[src/rtl/mem_pkg.sv]
// Shared encodings for the MEM stage: funct3 access codes, exception codes, FSM states.
package mem_pkg;

    localparam logic [2:0] F3_LB  = 3'b000;
    localparam logic [2:0] F3_LH  = 3'b001;
    localparam logic [2:0] F3_LW  = 3'b010;
    localparam logic [2:0] F3_LBU = 3'b100;
    localparam logic [2:0] F3_LHU = 3'b101;
    localparam logic [2:0] F3_SB  = 3'b000;
    localparam logic [2:0] F3_SH  = 3'b001;
    localparam logic [2:0] F3_SW  = 3'b010;

    typedef enum logic [1:0] {
        EXC_NONE     = 2'b00,
        EXC_MISALIGN = 2'b01,
        EXC_TIMEOUT  = 2'b10
    } exc_e;

    typedef enum logic {
        IDLE = 1'b0,
        BUSY = 1'b1
    } state_e;

endpackage

[src/rtl/mem_stage_load_extend.sv]
// Picks the addressed byte/half out of a read word and sign- or zero-extends it.
module load_extend
    import mem_pkg::*;
(
    input  logic [31:0] rdata,
    input  logic [1:0]  addr,
    input  logic [2:0]  funct3,
    output logic [31:0] data
);

    logic [7:0]  byte_sel;
    logic [15:0] half_sel;

    always_comb begin
        data     = '0;
        byte_sel = rdata[7:0];
        case (addr)
            2'd1:    byte_sel = rdata[15:8];
            2'd2:    byte_sel = rdata[23:16];
            2'd3:    byte_sel = rdata[31:24];
            default: byte_sel = rdata[7:0];
        endcase
        half_sel = addr[1] ? rdata[31:16] : rdata[15:0];
        case (funct3)
            F3_LB:   data = {{24{byte_sel[7]}}, byte_sel};
            F3_LH:   data = {{16{half_sel[15]}}, half_sel};
            F3_LW:   data = rdata;
            F3_LBU:  data = {24'd0, byte_sel};
            F3_LHU:  data = {16'd0, half_sel};
            default: data = '0;
        endcase
    end

endmodule

[src/rtl/mem_stage.sv]
// MEM stage: data-memory handshake, store lane steering, wait-state stall with timeout, MEM/WB register.
//   state | meaning
//   IDLE  | no access outstanding; zero-wait accesses complete here
//   BUSY  | access issued, waiting for dm_ready; counter tracks wait cycles
module mem_stage
    import mem_pkg::*;
#(
    parameter  int TIMEOUT_CYCLES = 16,
    localparam int CNT_W          = $clog2(TIMEOUT_CYCLES + 1)
) (
    input  logic        clk,
    input  logic        rst,
    input  logic [31:0] exe_pc_to_reg,
    input  logic [31:0] exe_alu_out,
    input  logic [31:0] exe_rs2_data,
    input  logic [4:0]  exe_rd_addr,
    input  logic        exe_rdsrc,
    input  logic        exe_memtoreg,
    input  logic        exe_memwrite,
    input  logic        exe_memread,
    input  logic        exe_regwrite,
    input  logic [2:0]  exe_funct3,
    output logic        dm_req,
    output logic [3:0]  dm_we,
    output logic [31:0] dm_addr,
    output logic [31:0] dm_wdata,
    input  logic [31:0] dm_rdata,
    input  logic        dm_ready,
    output logic        mem_stall,
    output logic [31:0] mem_fwd_data,
    output logic [31:0] wb_rd_data,
    output logic [31:0] wb_load_data,
    output logic [4:0]  wb_rd_addr,
    output logic        wb_regwrite,
    output logic        wb_memtoreg,
    output logic [1:0]  wb_exc
);

    state_e          state;
    logic [CNT_W-1:0] cnt;
    logic            access;
    logic            misalign;
    logic            abort;
    logic [3:0]      we_lanes;
    logic [31:0]     load_data;

    assign access   = exe_memread | exe_memwrite;
    assign misalign = ((exe_funct3[1:0] == 2'b01) & exe_alu_out[0]) |
                      ((exe_funct3[1:0] == 2'b10) & (exe_alu_out[1:0] != 2'b00));
    assign abort    = (state == BUSY) & ~dm_ready & (cnt == CNT_W'(TIMEOUT_CYCLES));

    // Reset gates the request combinationally so an in-flight access is dropped at once.
    assign dm_req       = ~rst & ((state == IDLE) ? (access & ~misalign) : ~abort);
    assign mem_stall    = dm_req & ~dm_ready & ~abort;
    assign dm_addr      = {exe_alu_out[31:2], 2'b00};
    assign dm_we        = (dm_req & exe_memwrite) ? we_lanes : 4'b0000;
    assign mem_fwd_data = exe_rdsrc ? exe_pc_to_reg : exe_alu_out;

    always_comb begin
        we_lanes = 4'b0000;
        dm_wdata = exe_rs2_data;
        case (exe_funct3[1:0])
            2'b00: begin
                dm_wdata = {4{exe_rs2_data[7:0]}};
                we_lanes = 4'b0001 << exe_alu_out[1:0];
            end
            2'b01: begin
                dm_wdata = {2{exe_rs2_data[15:0]}};
                we_lanes = exe_alu_out[1] ? 4'b1100 : 4'b0011;
            end
            2'b10:   we_lanes = 4'b1111;
            default: we_lanes = 4'b0000;
        endcase
    end

    load_extend u_load_extend (
        .rdata  (dm_rdata),
        .addr   (exe_alu_out[1:0]),
        .funct3 (exe_funct3),
        .data   (load_data)
    );

    always_ff @(posedge clk or posedge rst) begin
        if (rst) begin
            state <= IDLE;
            cnt   <= '0;
        end else begin
            case (state)
                IDLE: if (dm_req & ~dm_ready) begin
                    state <= BUSY;
                    cnt   <= CNT_W'(1);
                end
                BUSY: if (dm_ready | abort) begin
                    state <= IDLE;
                    cnt   <= '0;
                end else begin
                    cnt <= cnt + CNT_W'(1);
                end
                default: begin
                    state <= IDLE;
                    cnt   <= '0;
                end
            endcase
        end
    end

    always_ff @(posedge clk or posedge rst) begin
        if (rst) begin
            wb_rd_data   <= '0;
            wb_load_data <= '0;
            wb_rd_addr   <= '0;
            wb_regwrite  <= 1'b0;
            wb_memtoreg  <= 1'b0;
            wb_exc       <= EXC_NONE;
        end else if (mem_stall) begin
            wb_regwrite <= 1'b0;
            wb_exc      <= EXC_NONE;
        end else if (access & misalign) begin
            wb_regwrite <= 1'b0;
            wb_exc      <= EXC_MISALIGN;
        end else if (abort) begin
            wb_regwrite <= 1'b0;
            wb_exc      <= EXC_TIMEOUT;
        end else begin
            wb_rd_data   <= mem_fwd_data;
            wb_load_data <= load_data;
            wb_rd_addr   <= exe_rd_addr;
            wb_regwrite  <= exe_regwrite;
            wb_memtoreg  <= exe_memtoreg;
            wb_exc       <= EXC_NONE;
        end
    end

endmodule

[config.mk]
export PLATFORM = sky130hd
export DESIGN_NAME = mem_stage
export DESIGN_NICKNAME = d
export VERILOG_FILES = /design/src/rtl/mem_pkg.sv /design/src/rtl/mem_stage_load_extend.sv /design/src/rtl/mem_stage.sv
export SDC_FILE = /design/constraint.sdc
export NUM_CORES = 1
export LEC_CHECK = 0
export CAP_MARGIN = 5
export CELL_PAD_IN_SITES_DETAIL_PLACEMENT = 0
export CELL_PAD_IN_SITES_GLOBAL_PLACEMENT = 1
export CORE_MARGIN = 3
export CORE_UTILIZATION = 29
export DETAILED_ROUTE_END_ITERATION = 7
export PLACE_DENSITY = 0.93
export SYNTH_ARGS = -nofsm -noshare
export SYNTH_HDL_FRONTEND = slang
export SYNTH_SLANG_ARGS = --single-unit
[constraint.sdc]
create_clock -name clk -period 7.4 [get_ports clk]
set_clock_uncertainty 0.05 [all_clocks]
set_input_delay 1.48 -clock clk [delete_from_list [all_inputs] [get_ports clk]]
set_output_delay 1.48 -clock clk [all_outputs]
set_load 0.02 [all_outputs]
# [Word level (Yosys, flattened, before mapping)]
# Index checks and enable logic that the tools add are counted.
[op_classes] addsub=1 mul=0 div_mod_pow=0 magnitude_cmp=0 eq_ne=11 n_shift=1 n_mux=21 bitwise=20 n_reduce_logical=4
[op_table] op="$pmux W32 S5" count=1
[op_table] op="$pmux W32 S2" count=1
[op_table] op="$mux W32" count=1
[op_table] op="$pmux W8 S3" count=1
[op_table] op="$mux W16" count=1
[op_table] op="$pmux W4 S3" count=1
[op_table] op="$and A1 B1 Y1" count=10
[op_table] op="$mux W5" count=2
[op_table] op="$pmux W5 S2" count=1
[op_table] op="$mux W4" count=2
[op_table] op="$not A1 Y1" count=7
[op_table] op="$eq A2 B2 Y1 const B" count=3
[op_table] op="$eq A3 B3 Y1 const B" count=2
[op_table] op="$mux W1" count=6
[op_table] op="$mux W2" count=3
[op_table] op="$add A5 B1 Y5 const B" count=1
[op_table] op="$eq A5 B5 Y1 const B" count=1
[op_table] op="$eq A2 B1 Y1 const B" count=2
[op_table] op="$shl A1 B2 Y4 const A" count=1
[op_table] op="$eq A3 B1 Y1 const B" count=1
[op_table] op="$eq A3 B2 Y1 const B" count=1
[op_table] op="$logic_not A3 Y1" count=1
[op_table] op="$or A1 B1 Y1" count=3
[op_table] op="$reduce_and A3 Y1" count=1
[op_table] op="other kinds (4)" count=4
[totals] reg_bits=79 latch_bits=0 ramBits=0 rom_bits=0 inputBits=144 out_inout_bits=175 elab_cells=66 n_memories=0

# [Depth between registers and ports, before layout]
# Gate-level depths: netlist of the first run.
[depth] word_depth=11 mapped_depth=7 depth_no_buf=6

# [Cells and area by module]
# Synthesis of the first run repeated with hierarchy kept, for this count alone.
[hier_totals] cells_unflattened=466 hier_area_um2=5168.7
[by_module_without_submodules] mod="mem_stage" instances=1 cells_per_inst=343 area_each_um2=4232.8
[by_module_without_submodules] mod="load_extend" instances=1 cells_per_inst=123 area_each_um2=935.9

# [Least setup slack after synthesis of the first run]
# No wires, ideal clock.
[synth_timing] path_type="input port to output port" startpoint="in rst" endpoint="out dm_we[1]" arrival_ns=4.303 t_required_ns=5.870 slack_ns=1.567 cell_stages=3 path_cell_list="inv_1 -> o2111ai_1 -> a211oi_1"
[synth_between] elab_chain_cells=4
[synth_lines] element="from (decl)" line_no="mem_stage.sv:12" source="input logic rst,"
[synth_lines] element="$not A1 Y1" line_no="mem_stage.sv:53" source="assign dm_req = ~rst & ((state == IDLE) ? (access & ~misalign) : ~abort);"
[synth_lines] element="$and A1 B1 Y1" line_no="mem_stage.sv:53"
[synth_lines] element="$and A1 B1 Y1" line_no="mem_stage.sv:56" source="assign dm_we = (dm_req & exe_memwrite) ? we_lanes : 4'b0000;"
[synth_lines] element="$mux W4" line_no="mem_stage.sv:56"
[synth_lines] element="to (decl)" line_no="mem_stage.sv:24" source="output logic [3:0] dm_we,"
# No other way between the ends.

# [Worst setup path after layout of the first run]
[layout_timing] startpoint="in exe_funct3[0]" endpoint="out dm_we[3]"
[layout_between] elab_chain_cells=9 word_cells_on_any_way=13
[layout_lines] element="from (decl)" line_no="mem_stage.sv:22" source="input logic [2:0] exe_funct3,"
[layout_lines] element="$eq A2 B1 Y1 or $eq A2 B2 Y1 (tied branches)" line_no="mem_stage.sv:48, mem_stage.sv:62, mem_stage.sv:49"
[layout_lines] element="$and A1 B1 Y1, on equally long branches" line_no="mem_stage.sv:48, mem_stage.sv:49"
[layout_lines] element="$or A1 B1 Y1" line_no="mem_stage.sv:48" source="assign misalign = ((exe_funct3[1:0] == 2'b01) & exe_alu_out[0]) |"
[layout_lines] element="$not A1 Y1" line_no="mem_stage.sv:53"
[layout_lines] element="$and A1 B1 Y1" line_no="mem_stage.sv:53"
[layout_lines] element="$mux W1" line_no="mem_stage.sv:53"
[layout_lines] element="$and A1 B1 Y1" line_no="mem_stage.sv:53"
[layout_lines] element="$and A1 B1 Y1" line_no="mem_stage.sv:56"
[layout_lines] element="$mux W4 (*)" line_no="mem_stage.sv:56"
# Mark *: on every way between the ends. The rest lies on a longest branch, timed or not.

==> results of run 1 <==
-- worst max-delay path by stage --
stage                  startpoint       end  cells past startpoint
floorplan                     rst  dm_we[1]                      3
global placement    exe_funct3[0]  dm_we[3]                      6
finish              exe_funct3[0]  dm_we[3]                      6
detailed placement  exe_funct3[0]  dm_we[3]                      6
global route        exe_funct3[0]  dm_we[1]                      6
CTS                 exe_funct3[0]  dm_we[3]                      6
-- kinds of logic (layout without fill, tap and decap cells) --
kind of cell	after synthesis	in the layout	share of synthesized area (%)
mux	135	135	33.73
flops	79	79	40.10
buf+inv	71	343	10.05
compound gates	62	62	10.23
simple gates	51	51	5.305
fa+ha+maj	2	2	0.5075
other cells	1	2	0.07607
-- layer usage --
metal | global-route usage, % | share of wire (%) | wire (um)
met5 | 0 | 0 | 0
met4 | 8.287 | 3.3 | 550
met3 | 4.367 | 8.6 | 1427
met2 | 31.01 | 51 | 8386
met1 | 18.67 | 37 | 6135
-- sequential cells by signal, indices dropped and copies added, names as in the netlist --
signal / count
wb_load_data: 32
wb_rd_data: 32
cnt: 5
wb_rd_addr: 5
wb_exc: 2
state: 1
wb_memtoreg: 1
wb_regwrite: 1
-- layout make-up --
| type | instances | area, um2 |
|---|---|---|
| tap | 220 | 275.3 |
| multi-input combinational | 252 | 2461 |
| inverter | 4 | 16.27 |
| timing repair buffer | 323 | 3216 |
| clock buffer | 10 | 239.0 |
| sequential | 79 | 1977 |
| fill | 1441 | 8330 |
| clock inverter | 6 | 68.82 |
-- cell usage in the layout (no fill, tap or decap), types with 3 or more instances in the layout --
cell             Yosys  final
a211o_1             17     17
a211oi_1             3      3
a21oi_1              3      3
a221o_1              8      8
a22o_1               7      7
and2_1               3      3
buf_4               40      7
clkbuf_16            0      9
clkdlybuf4s50_1      0    316
dfrtp_1             79     79
mux2_1              48     48
mux2_2              53     53
mux2_4              17     17
mux2i_1              9      9
mux4_2               8      8
nand2_1             12     12
nand2b_1             4      4
nand3_1              3      3
nor2_1              13     13
nor2b_1              5      5
o21ai_0             11     11
or2_2                3      3
-- power by group through the flow --
stage	clock, mW	combinational [mW]	sequential (mW)
after floorplan	0	0.242	0.606
after global placement	0	0.599	0.539
after detailed placement	0	0.606	0.544
after CTS	0.470	0.609	0.536
after global routing	0.489	0.638	0.545
final	0.455	0.601	0.536
-- synthesized netlist by cell type (7+ instances only) --
cell type	number
dfrtp_1	79
mux2_2	53
mux2_1	48
buf_4	40
a211o_1	17
mux2_4	17
nor2_1	13
nand2_1	12
o21ai_0	11
buf_6	10
clkbuf_1	9
mux2i_1	9
a221o_1	8
mux4_2	8
a22o_1	7
-- critical path: cells and delay by family --
kind                   cells  cell delay [ps]
buffers and inverters      2             1530
AO/OA/AOI/OAI              3              920
AND/OR/NAND/NOR            1              450
==> results.yml, run 1 <==
power:
  p_clk_share_pct: 28.6
  p_seq_share_pct: 33.7
  totalPowerFinal_mw: 1.592
  peakVddDrop_mv: 0.09307
  p_leak_nw: 3.479
  p_comb_share_pct: 37.7
  sw_frac_of_total_pct: 31.49
  p_sw_mw: 0.5012
  internal_power_mw: 1.090
  p_per_area_nw_per_um2: 192.9
min_path:
  holdPathStages: 1
  holdPathEnd: "wb_rd_data[6]"
  min-delay-start: "wb_rd_data[6]"
  min_path_type: "flop to flop"
clock_tree:
  clkLatencyLatePin_ps: 340
  clk_pin_slew_worst_paths_ps: 60
  numCtsBuffers: 9
  postCtsHoldBufs: 0
  cts_resized: 0
  postCtsSetupRepairBufs: 0
  cts.sinks: 79
  cts-root-buf: "clkbuf_16"
  cts_tree: "built"
  cts_buffer_depth: 2
  htree_levels: 3
layout:
  layout.cells.non_filler: 894
  layout-drive-gt1-share_pct: 15.88
  design_area_um2: 8253
  syn_to_final_growth_pct: 67.41
  antenna_cells: 0
  nets: 815
  final_core_util_pct: 49.77
synth:
  synth_cell_types: 44
  ys_seq_area_share_pct: 40.10
  synth_edf_count: 0
  postSynth.asyncResetShare_pct: 100.0
  syn_area_per_cell_um2: 12.29
  synth_top_area_share_pct: 40.10
  synth_ff_type: "dfrtp_1"
  netlist_instances: 401
  yosys_warnings: 0
  synthesis.area_um2: 4930
  yosys.area.top_type: "dfrtp_1"
  synth_area_leaders: "dfrtp_1 (40%), mux2_2 (12%), mux2_1 (11%)"
  synth-seq-cells: 79
placement:
  dpl.hpwl_um: 13130
  post_dp_cell_area_um2: 7945
  place_inst: 878
  portBuffers: 316
  pre_cts_ws_ps: 1482
  place.gp.congestion: 0.8480
timing:
  rsz0062_at_grt: "no"
  finalMaxSlewViolations: 0
  setup_viol: 0
  period_needed_ps: 5905
  hold_viol: 0
  setup_slack_ps: 1495
  hold_slack_ps: 432.9
  fmax_mhz: 169.3
  min_period_over_period_pct: 79.80
  relSlewSlack_pct: 32.27
  worst_pin_slew_ps: 1016
  fin_setup_tns_ps: 0
setup_path:
  required_ps: 5870
  ff2ff_path_depth: 6
  r2r_end: "wb_load_data[9]"
  path_max_fanout: 19
  end_kind: "primary output"
  reg2reg_from: "cnt[0]"
  critPathKind: "primary input to primary output"
  reg2reg_setup_slack_ps: 4960
  cp.arrival_ps: 4380
  cpPeakStageDelay_ps: 870
  crit_chain: "clkdlybuf4s50_1 > and3b_1 > a211oi_1 > o2111ai_1 > a211oi_1 > clkdlybuf4s50_1"
  worst_path_max_delay_cell: "clkdlybuf4s50_1"
  start_kind: "primary input"
global_routing:
  antenna_found_initial: 0
  grt_pass1_wl_um: 24890
  grt_usage_pct: 17.18
  grt_overflow: 0
  grt_max_degree: 80
  grt_pass1_vias: 4530
floorplanning:
  dieArea_um2: 18600
  core_um2: 16580
  placementRows: 47
  start_util_pct: 29.73
  ios: 319
  dieHeight_um: 136.4
  die_w_um: 136.4
drt:
  post-route-drc-count: 0
  vias_per_cell: 4.790
  vias: 4282
  first_pass_iters: 4
  drtIter0Drc: 173
  wl_per_cell_um: 18.46
  ant_nets: 0
  routed_wl_um: 16500
status:
  status: "finished, final reports clean"
job:
  maxCapViolations: 0
No activity file was read; power rests on OpenSTA's default activity.
==> inputs of run 2 (changes only) <==
--- a/config.mk
+++ b/config.mk
@@ -9,9 +9,9 @@
 export CELL_PAD_IN_SITES_DETAIL_PLACEMENT = 0
 export CELL_PAD_IN_SITES_GLOBAL_PLACEMENT = 1
 export CORE_MARGIN = 3
-export CORE_UTILIZATION = 29
+export CORE_UTILIZATION = 24
 export DETAILED_ROUTE_END_ITERATION = 7
-export PLACE_DENSITY = 0.93
+export PLACE_DENSITY = 0.83
 export SYNTH_ARGS = -nofsm -noshare
 export SYNTH_HDL_FRONTEND = slang
 export SYNTH_SLANG_ARGS = --single-unit
==> constraint.sdc (replaced) <==
create_clock -name clk -period 5 [get_ports clk]
set_clock_uncertainty 0.05 [all_clocks]
set_input_delay 1 -clock clk [delete_from_list [all_inputs] [get_ports clk]]
set_output_delay 1 -clock clk [all_outputs]
set_load 0.02 [all_outputs]
==> results.yml, run 2 (synthesis results as in run 1) <==
timing:
  fin_setup_tns_ps: 0
  relSlewSlack_pct: 39.06
  min_period_over_period_pct: 91.18
  finalMaxSlewViolations: 0
  worst_pin_slew_ps: 914.1
  period_needed_ps: 4559
  fmax_mhz: 219.4
  setup_viol: 0
  rsz0062_at_grt: "no"
  hold_viol: 0
layout:
  final_cell_mix: "clkdlybuf4s50_1 (316), dfrtp_1 (79), mux2_2 (53)"
  nets: 819
  syn_to_final_growth_pct: 68.98
  ff_latch_area_um2: 1977
  fillers: 1872
  multiInputGateArea_um2: 2461
  final_common_cell: "clkdlybuf4s50_1"
  reg.largest.list: "wb_load_data: 32 flops, wb_rd_data: 32 flops"
  antenna_cells: 0
  layout-drive-gt1-share_pct: 16.22
setup_path:
  reg2reg_setup_slack_ps: 2660
  end_kind: "primary output"
  critPathKind: "primary input to primary output"
  required_ps: 3950
  cp.arrival_ps: 3510
  start_kind: "primary input"
  path_max_fanout: 7
clock_tree:
  cts_buffer_depth: 2
  clkLatencyLatePin_ps: 330
  postCtsHoldBufs: 0
  cts.sinks: 79
  cts-root-buf: "clkbuf_16"
  clk_pin_slew_worst_paths_ps: 60
  cts_resized: 0
  numCtsBuffers: 9
  cts_tree: "built"
  postCtsSetupRepairBufs: 0
  htree_levels: 3
global_routing:
  grt_overflow: 0
  grt_usage_pct: 14.79
  grt_pass1_wl_um: 25520
  antenna_found_initial: 0
  grt_max_degree: 42
  grt_pass1_vias: 4515
floorplanning:
  ios: 319
  dieHeight_um: 149.3
  die_w_um: 149.3
  placementRows: 51
  dieArea_um2: 22300
  core_um2: 19850
  start_util_pct: 24.84
drt:
  vias_per_cell: 4.551
  top_layer_used: "met4"
  wl_met3_um: 1755
  wl_per_cell_um: 18.16
  post-route-drc-count: 0
  vias: 4292
  drtIter0Drc: 143
  routed_wl_um: 17130
  ant_nets: 0
  wl_met1_um: 6736
  first_pass_iters: 4
  route.met2.wl_um: 8284
job:
  maxCapViolations: 0
power:
  peakVddDrop_mv: 0.1596
  p_leak_nw: 3.484
  totalPowerFinal_mw: 2.355
  p_per_area_nw_per_um2: 282.7
placement:
  place.gp.congestion: 0.8096
  portBuffers: 316
  dpl.hpwl_um: 13590
min_path:
  min_path_type: "flop to flop"
status:
  status: "finished, final reports clean"
-- run 2: worst paths after layout --
check | cells after the start | start | end
max | 6 | exe_alu_out[0] | dm_we[3]
min | 1 | wb_rd_data[18] | wb_rd_data[18]
max reg2reg | 6 | cnt[0] | wb_load_data[31]
min reg2reg | 1 | wb_rd_data[18] | wb_rd_data[18]
max in group asynchronous | 4 | rst | wb_load_data[12]
min in group asynchronous | 3 | rst | wb_exc[1]
-- run 2: cell type report --
class / instances / area share, %
Inverter: 4 / 0.1953
Tap cell: 265 / 3.980
Clock inverter: 6 / 0.8411
Multi-Input combinational cell: 252 / 29.54
Sequential cell: 79 / 23.73
Clock buffer: 10 / 2.749
Timing Repair Buffer: 327 / 38.96
-- run 2: critical path, stage by stage --
cell	delay (ps)
clkdlybuf4s50_1	570
or2_1	320
a211oi_1	280
o2111ai_1	340
a211oi_1	340
clkdlybuf4s50_1	660
-- run 2: routing by layer --
layer / vias to the layer above / GRT usage [%]
met1: 2040 / 17.43
met4: 0 / 4.897
li1: 1991 / -
met2: 242 / 25.12
met5: - / 0
met3: 19 / 5.226
-- run 2: report_power, final --
| part | switching [mW] | internal, mW | total (mW) |
|---|---|---|---|
| Clock | 0.281 | 0.390 | 0.670 |
| Sequential | 0.0546 | 0.732 | 0.786 |
| Combinational | 0.417 | 0.481 | 0.898 |
| Total | 0.752 | 1.60 | 2.35 |
-- run 2: stage by stage --
step / instance area (um2) / utilization (%) / hold slack [ps] / cells / setup WS [ps]
final: 8330 / 41.98 / 432.3 / 943 / 441.1
after detailed placement: 8031 / 40.47 / 423.7 / 927 / 346.6
after floorplan: 4933 / - / 394.8 / 402 / 127.5
after global placement: 8031 / 40.47 / 417.1 / 927 / 403.7
after global routing: 8330 / 41.98 / 450.8 / 943 / 224.2
after CTS: 8330 / 41.98 / 438.2 / 943 / 343.9
